<file path="src/rtl/oled_pkg.sv">
// SSD1306 command constants, glyph-select names and the glyph-width decode
// shared by the glyph scheduler and the display-content logic.
package oled_pkg;

  localparam logic [7:0] CMD_PAGE_BASE = 8'hB0;
  localparam logic [7:0] CMD_COLL_BASE = 8'h00;
  localparam logic [7:0] CMD_COLH_BASE = 8'h10;

  typedef enum logic [5:0] {
    GLYPH_F    = 6'd0,
    GLYPH_G    = 6'd1,
    GLYPH_P    = 6'd2,
    GLYPH_A    = 6'd3,
    GLYPH_ZHI  = 6'd4,
    GLYPH_LV   = 6'd5,
    GLYPH_WEN  = 6'd6,
    GLYPH_DU   = 6'd7,
    GLYPH_SHI  = 6'd8,
    GLYPH_DU2  = 6'd9,
    GLYPH_DOT  = 6'd10,
    GLYPH_DEGC = 6'd11,
    GLYPH_LB   = 6'd12,
    GLYPH_LP   = 6'd13,
    GLYPH_LM   = 6'd14
  } glyph_e;

  typedef enum logic [3:0] {
    ST_IDLE     = 4'd0,
    ST_CMD_PAGE = 4'd1,
    ST_CMD_COLL = 4'd2,
    ST_CMD_COLH = 4'd3,
    ST_FETCH    = 4'd4,
    ST_WAIT_ROM = 4'd5,
    ST_SEND     = 4'd6,
    ST_NEXT_ROW = 4'd7,
    ST_FINISH   = 4'd8
  } sched_state_e;

  // CJK glyphs and the degree-C sign are double width
  function automatic logic [4:0] glyph_width(input logic [5:0] glyph);
    logic [4:0] width;
    case (glyph)
      GLYPH_ZHI, GLYPH_LV, GLYPH_WEN, GLYPH_DU,
      GLYPH_SHI, GLYPH_DU2, GLYPH_DEGC: width = 5'd16;
      default:                          width = 5'd8;
    endcase
    return width;
  endfunction

endpackage

</file>
<file path="src/rtl/oled_glyph_scheduler.sv">
// Draws one 16-pixel-tall glyph: page/column commands, then font ROM column
// bytes for the top half, then the same for the bottom half on the next page.
module oled_glyph_scheduler
  import oled_pkg::*;
#(
  parameter int ROM_LAT    = 1,
  parameter int NUM_GLYPHS = 15
) (
  input  logic       sys_clk,
  input  logic       rst,
  input  logic       req_valid,
  output logic       req_ready,
  input  logic [5:0] req_glyph,
  input  logic [2:0] req_page,
  input  logic [6:0] req_col,
  output logic [5:0] font_sel,
  output logic       font_row,
  output logic [8:0] index,
  input  logic [7:0] font_data,
  output logic       wr_valid,
  input  logic       wr_ready,
  output logic       wr_dc,
  output logic [7:0] wr_byte,
  output logic       busy,
  output logic       done,
  output logic       err
);

  localparam logic [5:0] GLYPH_LIMIT = 6'(NUM_GLYPHS);
  localparam logic [7:0] WAIT_LAST   = 8'(ROM_LAT - 1);

  sched_state_e state_r, state_s;
  logic [5:0] glyph_r, glyph_s;
  logic [2:0] page_r, page_s, page_cur_r, page_cur_s;
  logic [6:0] col_r, col_s;
  logic [3:0] col_cnt_r, col_cnt_s, last_col_s;
  logic [7:0] wait_cnt_r, wait_cnt_s;
  logic       req_ready_r, req_ready_s, wr_valid_r, wr_valid_s, wr_dc_r, wr_dc_s;
  logic [7:0] wr_byte_r, wr_byte_s;
  logic [5:0] font_sel_r, font_sel_s;
  logic       font_row_r, font_row_s;
  logic [8:0] index_r, index_s;
  logic       busy_r, busy_s, done_r, done_s, err_r, err_s;

  assign last_col_s = 4'(glyph_width(glyph_r) - 5'd1);

  // State register and registered outputs
  always_ff @(posedge sys_clk) begin
    if (rst) begin
      state_r     <= ST_IDLE;
      glyph_r     <= 6'd0;
      page_r      <= 3'd0;
      page_cur_r  <= 3'd0;
      col_r       <= 7'd0;
      col_cnt_r   <= 4'd0;
      wait_cnt_r  <= 8'd0;
      req_ready_r <= 1'b1;
      wr_valid_r  <= 1'b0;
      wr_dc_r     <= 1'b0;
      wr_byte_r   <= 8'd0;
      font_sel_r  <= 6'd0;
      font_row_r  <= 1'b0;
      index_r     <= 9'd0;
      busy_r      <= 1'b0;
      done_r      <= 1'b0;
      err_r       <= 1'b0;
    end else begin
      state_r     <= state_s;
      glyph_r     <= glyph_s;
      page_r      <= page_s;
      page_cur_r  <= page_cur_s;
      col_r       <= col_s;
      col_cnt_r   <= col_cnt_s;
      wait_cnt_r  <= wait_cnt_s;
      req_ready_r <= req_ready_s;
      wr_valid_r  <= wr_valid_s;
      wr_dc_r     <= wr_dc_s;
      wr_byte_r   <= wr_byte_s;
      font_sel_r  <= font_sel_s;
      font_row_r  <= font_row_s;
      index_r     <= index_s;
      busy_r      <= busy_s;
      done_r      <= done_s;
      err_r       <= err_s;
    end
  end

  // Next-state and next-output decode; holding by default keeps the link stable under backpressure
  always_comb begin
    state_s     = state_r;
    glyph_s     = glyph_r;
    page_s      = page_r;
    page_cur_s  = page_cur_r;
    col_s       = col_r;
    col_cnt_s   = col_cnt_r;
    wait_cnt_s  = wait_cnt_r;
    req_ready_s = req_ready_r;
    wr_valid_s  = wr_valid_r;
    wr_dc_s     = wr_dc_r;
    wr_byte_s   = wr_byte_r;
    font_sel_s  = font_sel_r;
    font_row_s  = font_row_r;
    index_s     = index_r;
    busy_s      = busy_r;
    done_s      = 1'b0;
    err_s       = 1'b0;
    case (state_r)
      ST_IDLE: begin
        if (req_valid && req_ready_r) begin
          if (req_glyph >= GLYPH_LIMIT) begin
            err_s = 1'b1;
          end else begin
            glyph_s     = req_glyph;
            page_s      = req_page;
            page_cur_s  = req_page;
            col_s       = req_col;
            col_cnt_s   = 4'd0;
            font_sel_s  = req_glyph;
            font_row_s  = 1'b0;
            index_s     = 9'd0;
            req_ready_s = 1'b0;
            busy_s      = 1'b1;
            wr_valid_s  = 1'b1;
            wr_dc_s     = 1'b0;
            wr_byte_s   = CMD_PAGE_BASE | {5'd0, req_page};
            state_s     = ST_CMD_PAGE;
          end
        end else begin
          state_s = ST_IDLE;
        end
      end
      ST_CMD_PAGE: begin
        if (wr_valid_r && wr_ready) begin
          wr_byte_s = CMD_COLL_BASE | {4'd0, col_r[3:0]};
          state_s   = ST_CMD_COLL;
        end else begin
          state_s = ST_CMD_PAGE;
        end
      end
      ST_CMD_COLL: begin
        if (wr_valid_r && wr_ready) begin
          wr_byte_s = CMD_COLH_BASE | {5'd0, col_r[6:4]};
          state_s   = ST_CMD_COLH;
        end else begin
          state_s = ST_CMD_COLL;
        end
      end
      ST_CMD_COLH: begin
        if (wr_valid_r && wr_ready) begin
          wr_valid_s = 1'b0;
          index_s    = {5'd0, col_cnt_r};
          state_s    = ST_FETCH;
        end else begin
          state_s = ST_CMD_COLH;
        end
      end
      ST_FETCH: begin
        wait_cnt_s = 8'd0;
        state_s    = ST_WAIT_ROM;
      end
      ST_WAIT_ROM: begin
        if (wait_cnt_r == WAIT_LAST) begin
          wr_valid_s = 1'b1;
          wr_dc_s    = 1'b1;
          wr_byte_s  = font_data;
          state_s    = ST_SEND;
        end else begin
          wait_cnt_s = wait_cnt_r + 8'd1;
        end
      end
      ST_SEND: begin
        if (wr_valid_r && wr_ready) begin
          wr_valid_s = 1'b0;
          if (col_cnt_r != last_col_s) begin
            col_cnt_s = col_cnt_r + 4'd1;
            index_s   = {5'd0, 4'(col_cnt_r + 4'd1)};
            state_s   = ST_FETCH;
          end else if (!font_row_r) begin
            font_row_s = 1'b1;
            page_cur_s = page_r + 3'd1;
            col_cnt_s  = 4'd0;
            index_s    = 9'd0;
            state_s    = ST_NEXT_ROW;
          end else begin
            done_s  = 1'b1;
            busy_s  = 1'b0;
            state_s = ST_FINISH;
          end
        end else begin
          state_s = ST_SEND;
        end
      end
      ST_NEXT_ROW: begin
        wr_valid_s = 1'b1;
        wr_dc_s    = 1'b0;
        wr_byte_s  = CMD_PAGE_BASE | {5'd0, page_cur_r};
        state_s    = ST_CMD_PAGE;
      end
      ST_FINISH: begin
        req_ready_s = 1'b1;
        state_s     = ST_IDLE;
      end
      default: begin
        req_ready_s = 1'b1;
        busy_s      = 1'b0;
        wr_valid_s  = 1'b0;
        state_s     = ST_IDLE;
      end
    endcase
  end

  assign req_ready = req_ready_r;
  assign font_sel  = font_sel_r;
  assign font_row  = font_row_r;
  assign index     = index_r;
  assign wr_valid  = wr_valid_r;
  assign wr_dc     = wr_dc_r;
  assign wr_byte   = wr_byte_r;
  assign busy      = busy_r;
  assign done      = done_r;
  assign err       = err_r;

endmodule

</file>
<file path="config.mk">
export PLATFORM = sky130hd
export DESIGN_NAME = oled_glyph_scheduler
export DESIGN_NICKNAME = d
export VERILOG_FILES = /design/src/rtl/oled_pkg.sv /design/src/rtl/oled_glyph_scheduler.sv
export SDC_FILE = /design/constraint.sdc
export NUM_CORES = 1
export LEC_CHECK = 0
export CAP_MARGIN = 20
export CORE_MARGIN = 4
export CORE_UTILIZATION = 37
export CTS_BUF_LIST = sky130_fd_sc_hd__clkbuf_16
export CTS_CLUSTER_DIAMETER = 200
export CTS_CLUSTER_SIZE = 20
export DETAILED_ROUTE_END_ITERATION = 6
export SYNTH_ARGS = -nofsm -noshare
export SYNTH_HDL_FRONTEND = slang
export SYNTH_SLANG_ARGS = --single-unit
export TNS_END_PERCENT = 1
</file>
<file path="constraint.sdc">
create_clock -name sys_clk -period 3.45 [get_ports sys_clk]
set_clock_uncertainty 0.15 [all_clocks]
set_input_delay 0.69 -clock sys_clk [delete_from_list [all_inputs] [get_ports sys_clk]]
set_output_delay 0.69 -clock sys_clk [all_outputs]
set_load 0.02 [all_outputs]
</file>
* After elaboration in Yosys (flattened, before gate mapping)
Index checks and enable logic that the tools add are counted.
** Word-level totals
- Flip-flop bits (word level) :: 59
- Bits of input ports :: 28
- Output and inout bits :: 30
- Word-level logic and storage cells :: 143
** Cells by class
- Add/sub/neg operators :: 4
- $lt $le $gt $ge :: 1
- Equal/unequal tests :: 30
- Mux-type cells :: 56
- Bitwise logic cells :: 8
- Reductions and logical operators :: 28
** Operators by type and width (count)
- two-way mux 9 bit :: 6
- two-way mux 4 bit :: 12
- two-way mux 8 bit :: 6
- case mux 8 bit (5 select lines) :: 1
- case mux 4 bit (8 select lines) :: 1
- case mux 9 bit (3 select lines) :: 1
- == test 6 x 3 -> 1 bit (second input constant) :: 4
- AND reduction 6 bit :: 4
- != test 2 bit (second input constant) :: 11
- OR reduction 7 bit :: 3
- == test 6 x 4 -> 1 bit (second input constant) :: 3
- two-way mux 3 bit :: 6
- == test 4 x 3 -> 1 bit (second input constant) :: 4
- case mux 8 bit (2 select lines) :: 1
- AND reduction 5 bit :: 3
- two-way mux 1 bit :: 14
- adder 8 x 1 -> 8 bit (second input constant) :: 1
- == test 4 x 2 -> 1 bit (second input constant) :: 2
- zero test 8 bit :: 1
- inverter 1 bit :: 8
- case mux 4 bit (2 select lines) :: 1
- OR reduction 4 bit :: 2
- >= comparator 6 x 4 -> 1 bit (second input constant) :: 1
- != test 3 bit (second input constant) :: 2
- other kinds (22) :: 29

* Logic depth before layout (Yosys ltp)
Gate-level depths: netlist of run 1.
- Depth after elaboration :: 8
- Mapped depth :: 8
- Depth with buffers taken out :: 7

* Worst setup path after synthesis of run 1
No wires, ideal clock.
- Path type :: in2reg
- From :: in req_glyph[4]
- To :: reg wr_dc_r, in the netlist wr_dc
- Library setup time :: 0.079 ns
- Data arrival time :: 2.360 ns
- Data required time :: 3.221 ns
- Slack :: 0.861 ns
- Cell stages on the path :: 5
- Buffers on the path :: 0
- Path through :: or2_4 -> o31a_4 -> or3_1 -> or4_4 -> a211oi_2
** Between the ends
- Word-level cells in the longest chain between the ends :: 3
** RTL lines
- start: declaration :: RTL line oled_glyph_scheduler.sv:13 : input logic [5:0] req_glyph,
- >= comparator 6 x 4 -> 1 bit :: RTL line oled_glyph_scheduler.sv:110 : if (req_glyph >= GLYPH_LIMIT) begin
- != test 2 bit (no source line)
- AND reduction 4 bit (no source line)
- end signal: assignment :: RTL line oled_glyph_scheduler.sv:77 : wr_dc_r <= wr_dc_s;
- end: declaration :: RTL line oled_glyph_scheduler.sv:38 : logic req_ready_r, req_ready_s, wr_valid_r, wr_valid_s, wr_dc_r, wr_dc_s;
Every way passes these cells.
A chain may end at the register's enable or synchronous reset.

* Worst setup path in the final report of run 1
- From :: in req_glyph[3]
- To :: reg wr_dc_r, in the netlist wr_dc
The elaborated chain is that of the path after synthesis.

==> results of run 1 <==
kinds of logic (layout without fill, tap and decap cells):
| family | Yosys count | in the layout | synth area share (%) |
|---|---|---|---|
| flops | 54 | 54 | 36.1 |
| buf+inv | 37 | 80 | 5.69 |
| mux | 12 | 12 | 4.18 |
| xor+xnor | 9 | 9 | 2.63 |
| other cells | 1 | 5 | 0.125 |
| simple gates | 152 | 152 | 26.3 |
| compound gates | 98 | 98 | 23.3 |
| fa+ha+maj | 4 | 4 | 1.67 |
synthesized netlist by cell type (2+ instances only):
| cell | number | area, um^2 |
|---|---|---|
| nand2_1 | 58 | 218 |
| dfxtp_1 | 54 | 1080 |
| a21oi_1 | 34 | 170 |
| nor2_1 | 28 | 105 |
| clkbuf_1 | 14 | 52.6 |
| nor3_1 | 12 | 60.1 |
| o21ai_0 | 12 | 60.1 |
| inv_1 | 8 | 30.0 |
| mux2i_1 | 8 | 80.1 |
| nand3_1 | 8 | 40.0 |
| a211oi_1 | 7 | 52.6 |
| a22oi_1 | 7 | 52.6 |
| buf_2 | 7 | 35.0 |
| buf_4 | 6 | 45.0 |
| nand2b_1 | 6 | 37.5 |
| xor2_1 | 5 | 43.8 |
| a221oi_1 | 4 | 35.0 |
| and3_1 | 4 | 25.0 |
| ha_1 | 4 | 50.1 |
| mux2_2 | 4 | 45.0 |
| nand4_1 | 4 | 25.0 |
| nor2b_1 | 4 | 25.0 |
| o211ai_1 | 4 | 30.0 |
| xnor2_1 | 4 | 35.0 |
| a2111oi_0 | 3 | 26.3 |
| a31oi_1 | 3 | 18.8 |
| nor3b_1 | 3 | 22.5 |
| or3_1 | 3 | 18.8 |
| a211o_1 | 2 | 17.5 |
| a21boi_0 | 2 | 15.0 |
| a311oi_1 | 2 | 17.5 |
| and2_1 | 2 | 12.5 |
| and4_1 | 2 | 17.5 |
| and4bb_2 | 2 | 25.0 |
| clkinv_1 | 2 | 7.51 |
| nor4_1 | 2 | 12.5 |
| o2111ai_1 | 2 | 17.5 |
| o211a_1 | 2 | 20.0 |
| o221ai_1 | 2 | 17.5 |
| o32ai_1 | 2 | 17.5 |
cell usage in the layout, fill, tap and decap left out, types with 3 or more instances in the layout:
cell type / Yosys / final
a21oi_1: 34 / 34
clkdlybuf4s50_1: 0 / 52
xor2_1: 5 / 5
nor3_1: 12 / 12
nor2b_1: 4 / 4
a221oi_1: 4 / 4
nand4_1: 4 / 4
nand2_1: 58 / 58
conb_1: 1 / 5
nor3b_1: 3 / 3
nand2b_1: 6 / 6
o21ai_0: 12 / 12
buf_4: 6 / 11
a211oi_1: 7 / 7
and3_1: 4 / 4
ha_1: 4 / 4
or3_1: 3 / 3
xnor2_1: 4 / 4
a31oi_1: 3 / 3
mux2_2: 4 / 4
inv_1: 8 / 10
clkbuf_16: 0 / 5
nor2_1: 28 / 28
a2111oi_0: 3 / 3
nand3_1: 8 / 8
a22oi_1: 7 / 7
dfxtp_1: 54 / 54
o211ai_1: 4 / 4
mux2i_1: 8 / 8
worst max-delay path: cells and delay by family:
kind / cells / cell delay (ns)
AND/OR/NAND/NOR: 3 / 1.13
AO/OA/AOI/OAI: 2 / 0.60
buffers and inverters: 1 / 0.43
registers in the layout (all words and copies together), names as in the netlist:
signal	cells
busy	1
wr_valid	1
wr_dc	1
wait_cnt_r	8
col_cnt_r	4
done	1
index	4
req_ready	1
err	1
font_sel	6
font_row	1
page_r	3
page_cur_r	3
col_r	7
state_r	4
wr_byte	8
layer usage:
layer / GRT usage [%] / part of all wire (%)
met2: 25.2 / 46
met5: 0 / 0
met1: 20.9 / 47
met4: 3.83 / 1.1
met3: 3.36 / 5.7
through the flow:
step | util, % | area [um^2] | worst slack, ns | hold slack, ns | std cells
floorplan | - | 3010 | 0.861 | 0.284 | 371
global placement | 46.2 | 3600 | 0.397 | 0.292 | 509
detailed placement | 46.2 | 3600 | 0.370 | 0.299 | 509
CTS | 47.9 | 3740 | 0.666 | 0.309 | 516
global route | 47.9 | 3740 | 0.491 | 0.332 | 516
finish | 47.9 | 3740 | 0.661 | 0.308 | 516
report_power, final:
group | switching (W) | internal [W]
Sequential | 0.0000241 | 0.000648
Combinational | 0.000116 | 0.000114
Clock | 0.000211 | 0.000260
Total | 0.000351 | 0.00102
final timing paths:
path	start	end	cells past startpoint
worst max-delay path	req_glyph[3]	wr_dc$_SDFFE_PP0P_	6
worst min-delay path	col_r[3]$_SDFFE_PP0P_	col_r[3]$_SDFFE_PP0P_	2
worst max register to register	state_r[0]$_SDFFE_PP0P_	index[3]$_SDFFE_PP0P_	6
worst min register to register	col_r[3]$_SDFFE_PP0P_	col_r[3]$_SDFFE_PP0P_	2
cell type report:
type	instances	area, um^2	share of cell area (%)
flip-flops and latches	54	1080	28.9
repair buffers	63	603	16.1
clock inverters	2	7.51	0.201
well taps	102	128	3.41
multi-input cells	280	1760	47.0
clock buffers	5	125	3.35
inverters	10	37.5	1.00
==> flow_summary.ini, run 1 <==
[run_status]
outcome = completed

[clocking]
cts-resized-gates = 0
clk_latency_ns = 0.29
cts_tree = built
clockBufferDepth = 2
postCtsSetupBuffers = 0
cts_buffers = 5
cts_sinks = 54
ctsRootBufferMaster = clkbuf_16
cts_hold_buf = 0
clk_pin_slew_ns = 0.07
htree_levels = 2

[synthesis]
synth_area_per_cell_um2 = 8.15
syn_area_um2 = 2990
ys_warn_count = 0
synth-edff-count = 0
ys_seq_area_share_pct = 36.1
ys.flop_type = dfxtp_1
ys_types = 65
synth-async-reset-ratio_pct = 0
yosys_register_bits = 54
synthCells = 367

[sta]
tightest_slew_ns = 0.925
maxSlewHeadroom_pct = 38.2
fmax_mhz = 359
final.setup.tns_ns = 0
drv_slew = 0
period_minus_slack_ns = 2.79
final_hold_viol_count = 0
setup_viol = 0
rsz0062_at_grt = false
period_share_pct = 80.8

[setup_path]
start_kind = input pin
arrival_ns = 2.85
worstSetupEndpointType = flop
cp_max_fo = 7
r2r_slack_ns = 0.77
worstPathCellList = clkdlybuf4s50_1 -> and4_1 -> o31a_4 -> or3_1 -> or4_4 -> a211oi_2
cpPeakStageDelay_ns = 0.50
worstPathRequired_ns = 3.51
critPathKind = in2reg
crit_slowest_cell = or4_4

[die]
row_count = 32
fp.dieW_um = 97.9
initial_utilization_pct = 38.3
ios = 58
die_h_um = 97.9
die_area_um2 = 9590
core_um2 = 7810

[global_route]
grt_pass1_vias = 2605
grt_overflow = 0
grt_pass1_wl_um = 12600
antenna_found_initial = 0
grt_max_degree = 29
grt.total_usage_pct = 15.5

[power_and_ir_drop]
peakVddDrop_uv = 170
p_leak_nw = 1.34
power_w = 0.00137
cellPowerDensity_nw_per_um2 = 367

[placement]
io_buffers = 52
dp_hpwl_um = 5550
gp_congestion = 0.782

[routing]
routed_wirelength_um = 7530
ant_nets = 0
drc_errors = 0
drtPass1Iterations = 4
drt_iter0_drc = 141
post_drt_wl_per_cell_um = 14.6
vias_per_cell = 5.41
via_count = 2789

[final_layout]
num-fill-cells = 780
layout-drive-gt1-share_pct = 8.45
diodes = 0
nNetsFinal = 446
areaGrowthSynthToFinish_pct = 24.9

[min_path]
min_path_type = reg2reg

[run]
max-cap-violations = 0
Note: power is estimated with default switching activity, not from simulation.
==> run 2: changes to the inputs <==
clock period = 2.9 ns   (was 3.45 ns; I/O delays follow)
==> flow_summary.ini, run 2 (synthesis results as in run 1) <==
[routing]
drtPass1Iterations = 4
post_drt_wl_per_cell_um = 14.6
ant_nets = 0
via_count = 2825
drt_iter0_drc = 141
drc_errors = 0
routed_wirelength_um = 7690
vias_per_cell = 5.35

[final_layout]
stdcell_area_um2 = 3820
final_cell_mix = nand2_1, dfxtp_1, clkdlybuf4s50_1
seq_area_um2 = 1080
areaGrowthSynthToFinish_pct = 27.9
multiInputGateArea_um2 = 1760
nNetsFinal = 457
num-fill-cells = 787
layout-drive-gt1-share_pct = 11.0
final_common_cell = nand2_1
diodes = 0

[clocking]
cts_buffers = 5
clk_pin_slew_ns = 0.07
cts_sinks = 54
postCtsSetupBuffers = 0
cts_hold_buf = 0
cts-resized-gates = 0
clockBufferDepth = 2
htree_levels = 2
clk_latency_ns = 0.29
ctsRootBufferMaster = clkbuf_16
cts_tree = built

[die]
die_h_um = 97.9
core_um2 = 7810
die_area_um2 = 9590
initial_utilization_pct = 38.3
row_count = 32
fp.dieW_um = 97.9
ios = 58

[sta]
tightest_slew_ns = 0.646
period_share_pct = 89.6
final.setup.tns_ns = 0
drv_slew = 0
rsz0062_at_grt = false
maxSlewHeadroom_pct = 56.9
fmax_mhz = 385
hold_ws_ns = 0.308
period_minus_slack_ns = 2.60
setup_viol = 0
layout_setup_ws_ns = 0.301
final_hold_viol_count = 0

[placement]
gp_congestion = 0.874
dp_hpwl_um = 5720
dpl_cell_area_um2 = 3690
post-place-ws_ns = 0.00366
io_buffers = 52

[setup_path]
r2r_cells = 9
worstPathCellList = clkdlybuf4s50_1 -> or2_4 -> o31a_4 -> or3_1 -> or4_4 -> a211oi_2
crit_slowest_cell = or4_4
reg2reg_from = wait_cnt_r[0]$_SDFFE_PP0P_
arrival_ns = 2.67
cp_max_fo = 2
cp.buffers_inverters = 1
r2r-end = wr_byte[3]$_SDFFE_PP0P_
cp_top_family = simple AND/OR/NAND/NOR gates
r2r_slack_ns = 0.38
critPathKind = in2reg
cpPeakStageDelay_ns = 0.50
start_kind = input pin
worstSetupEndpointType = flop
worstPathRequired_ns = 2.97

[global_route]
grt_max_degree = 21
grt.total_usage_pct = 15.9
grt_overflow = 0
antenna_found_initial = 0
grt_pass1_vias = 2674
grt_pass1_wl_um = 12700

[power_and_ir_drop]
cellPowerDensity_nw_per_um2 = 435
power_w = 0.00166
peakVddDrop_uv = 252
p_leak_nw = 1.39

[min_path]
min-delay-start = col_r[4]$_SDFFE_PP0P_
min_path_type = reg2reg
hold_depth = 2
hold-path-endpoint = col_r[4]$_SDFFE_PP0P_

[run_status]
outcome = completed

[run]
max-cap-violations = 0
## run 2: cell types whose count changed in the layout (fill, tap and decap cells not counted), sizes merged
| cell | change |
|---|---|
| buf | +11 |
| clkinv | +2 |
| inv | -1 |
## run 2: final cells by class
class                      count  area share, %
inverter                      10          0.981
clock inverter                 3          0.327
timing repair buffer          74           17.9
multi-input combinational    280           45.9
sequential                    54           28.3
clock buffer                   5           3.27
tap                          102           3.34
## run 2: how the worst max path moves through the flow
stage / start / endpoint / slack (ns) / depth (start not counted)
floorplan: req_glyph[4] / wr_dc$_SDFFE_PP0P_ / 0.42 / 5
global placement: req_glyph[4] / wr_dc$_SDFFE_PP0P_ / 0.02 / 6
detailed placement: req_glyph[4] / wr_dc$_SDFFE_PP0P_ / 0.004 / 6
CTS: req_glyph[4] / wr_dc$_SDFFE_PP0P_ / 0.30 / 6
global route: state_r[0]$_SDFFE_PP0P_ / busy$_SDFFE_PP0P_ / 0.15 / 6
finish: req_glyph[4] / wr_dc$_SDFFE_PP0P_ / 0.30 / 6
## run 2: worst register-to-register path, delay by kind of cell (launching register included)
kind	cells	cell delay [ns]
buffers and inverters	3	0.54
AND/OR/NAND/NOR	2	0.54
AO/OA/AOI/OAI	2	0.50
flip-flops	1	0.34
multiplexers	1	0.20
adder cells (fa/ha/maj)	1	0.15
## run 2: layer usage
layer | share of wire (%) | vias to the layer above | wire length, um | track usage (%)
met1 | 48 | 1310 | 3660 | 21.6
li1 | - | 1440 | - | -
met4 | 0.92 | 0 | 71 | 3.51
met3 | 6.4 | 6 | 489 | 3.71
met2 | 45 | 69 | 3470 | 25.9
met5 | 0 | - | 0 | 0
## run 2: stage by stage
step	utilization (%)	cells
2_1_floorplan	-	371
3_3_place_gp	47.2	520
3_5_place_dp	47.2	520
4_1_cts	49.0	528
5_1_grt	49.0	528
6_report	49.0	528
## run 2: report_power, final
| part | total, W | switching [W] | internal (W) |
|---|---|---|---|
| Combinational | 0.000285 | 0.000143 | 0.000142 |
| Clock | 0.000583 | 0.000269 | 0.000313 |
| Sequential | 0.000796 | 0.0000257 | 0.000770 |
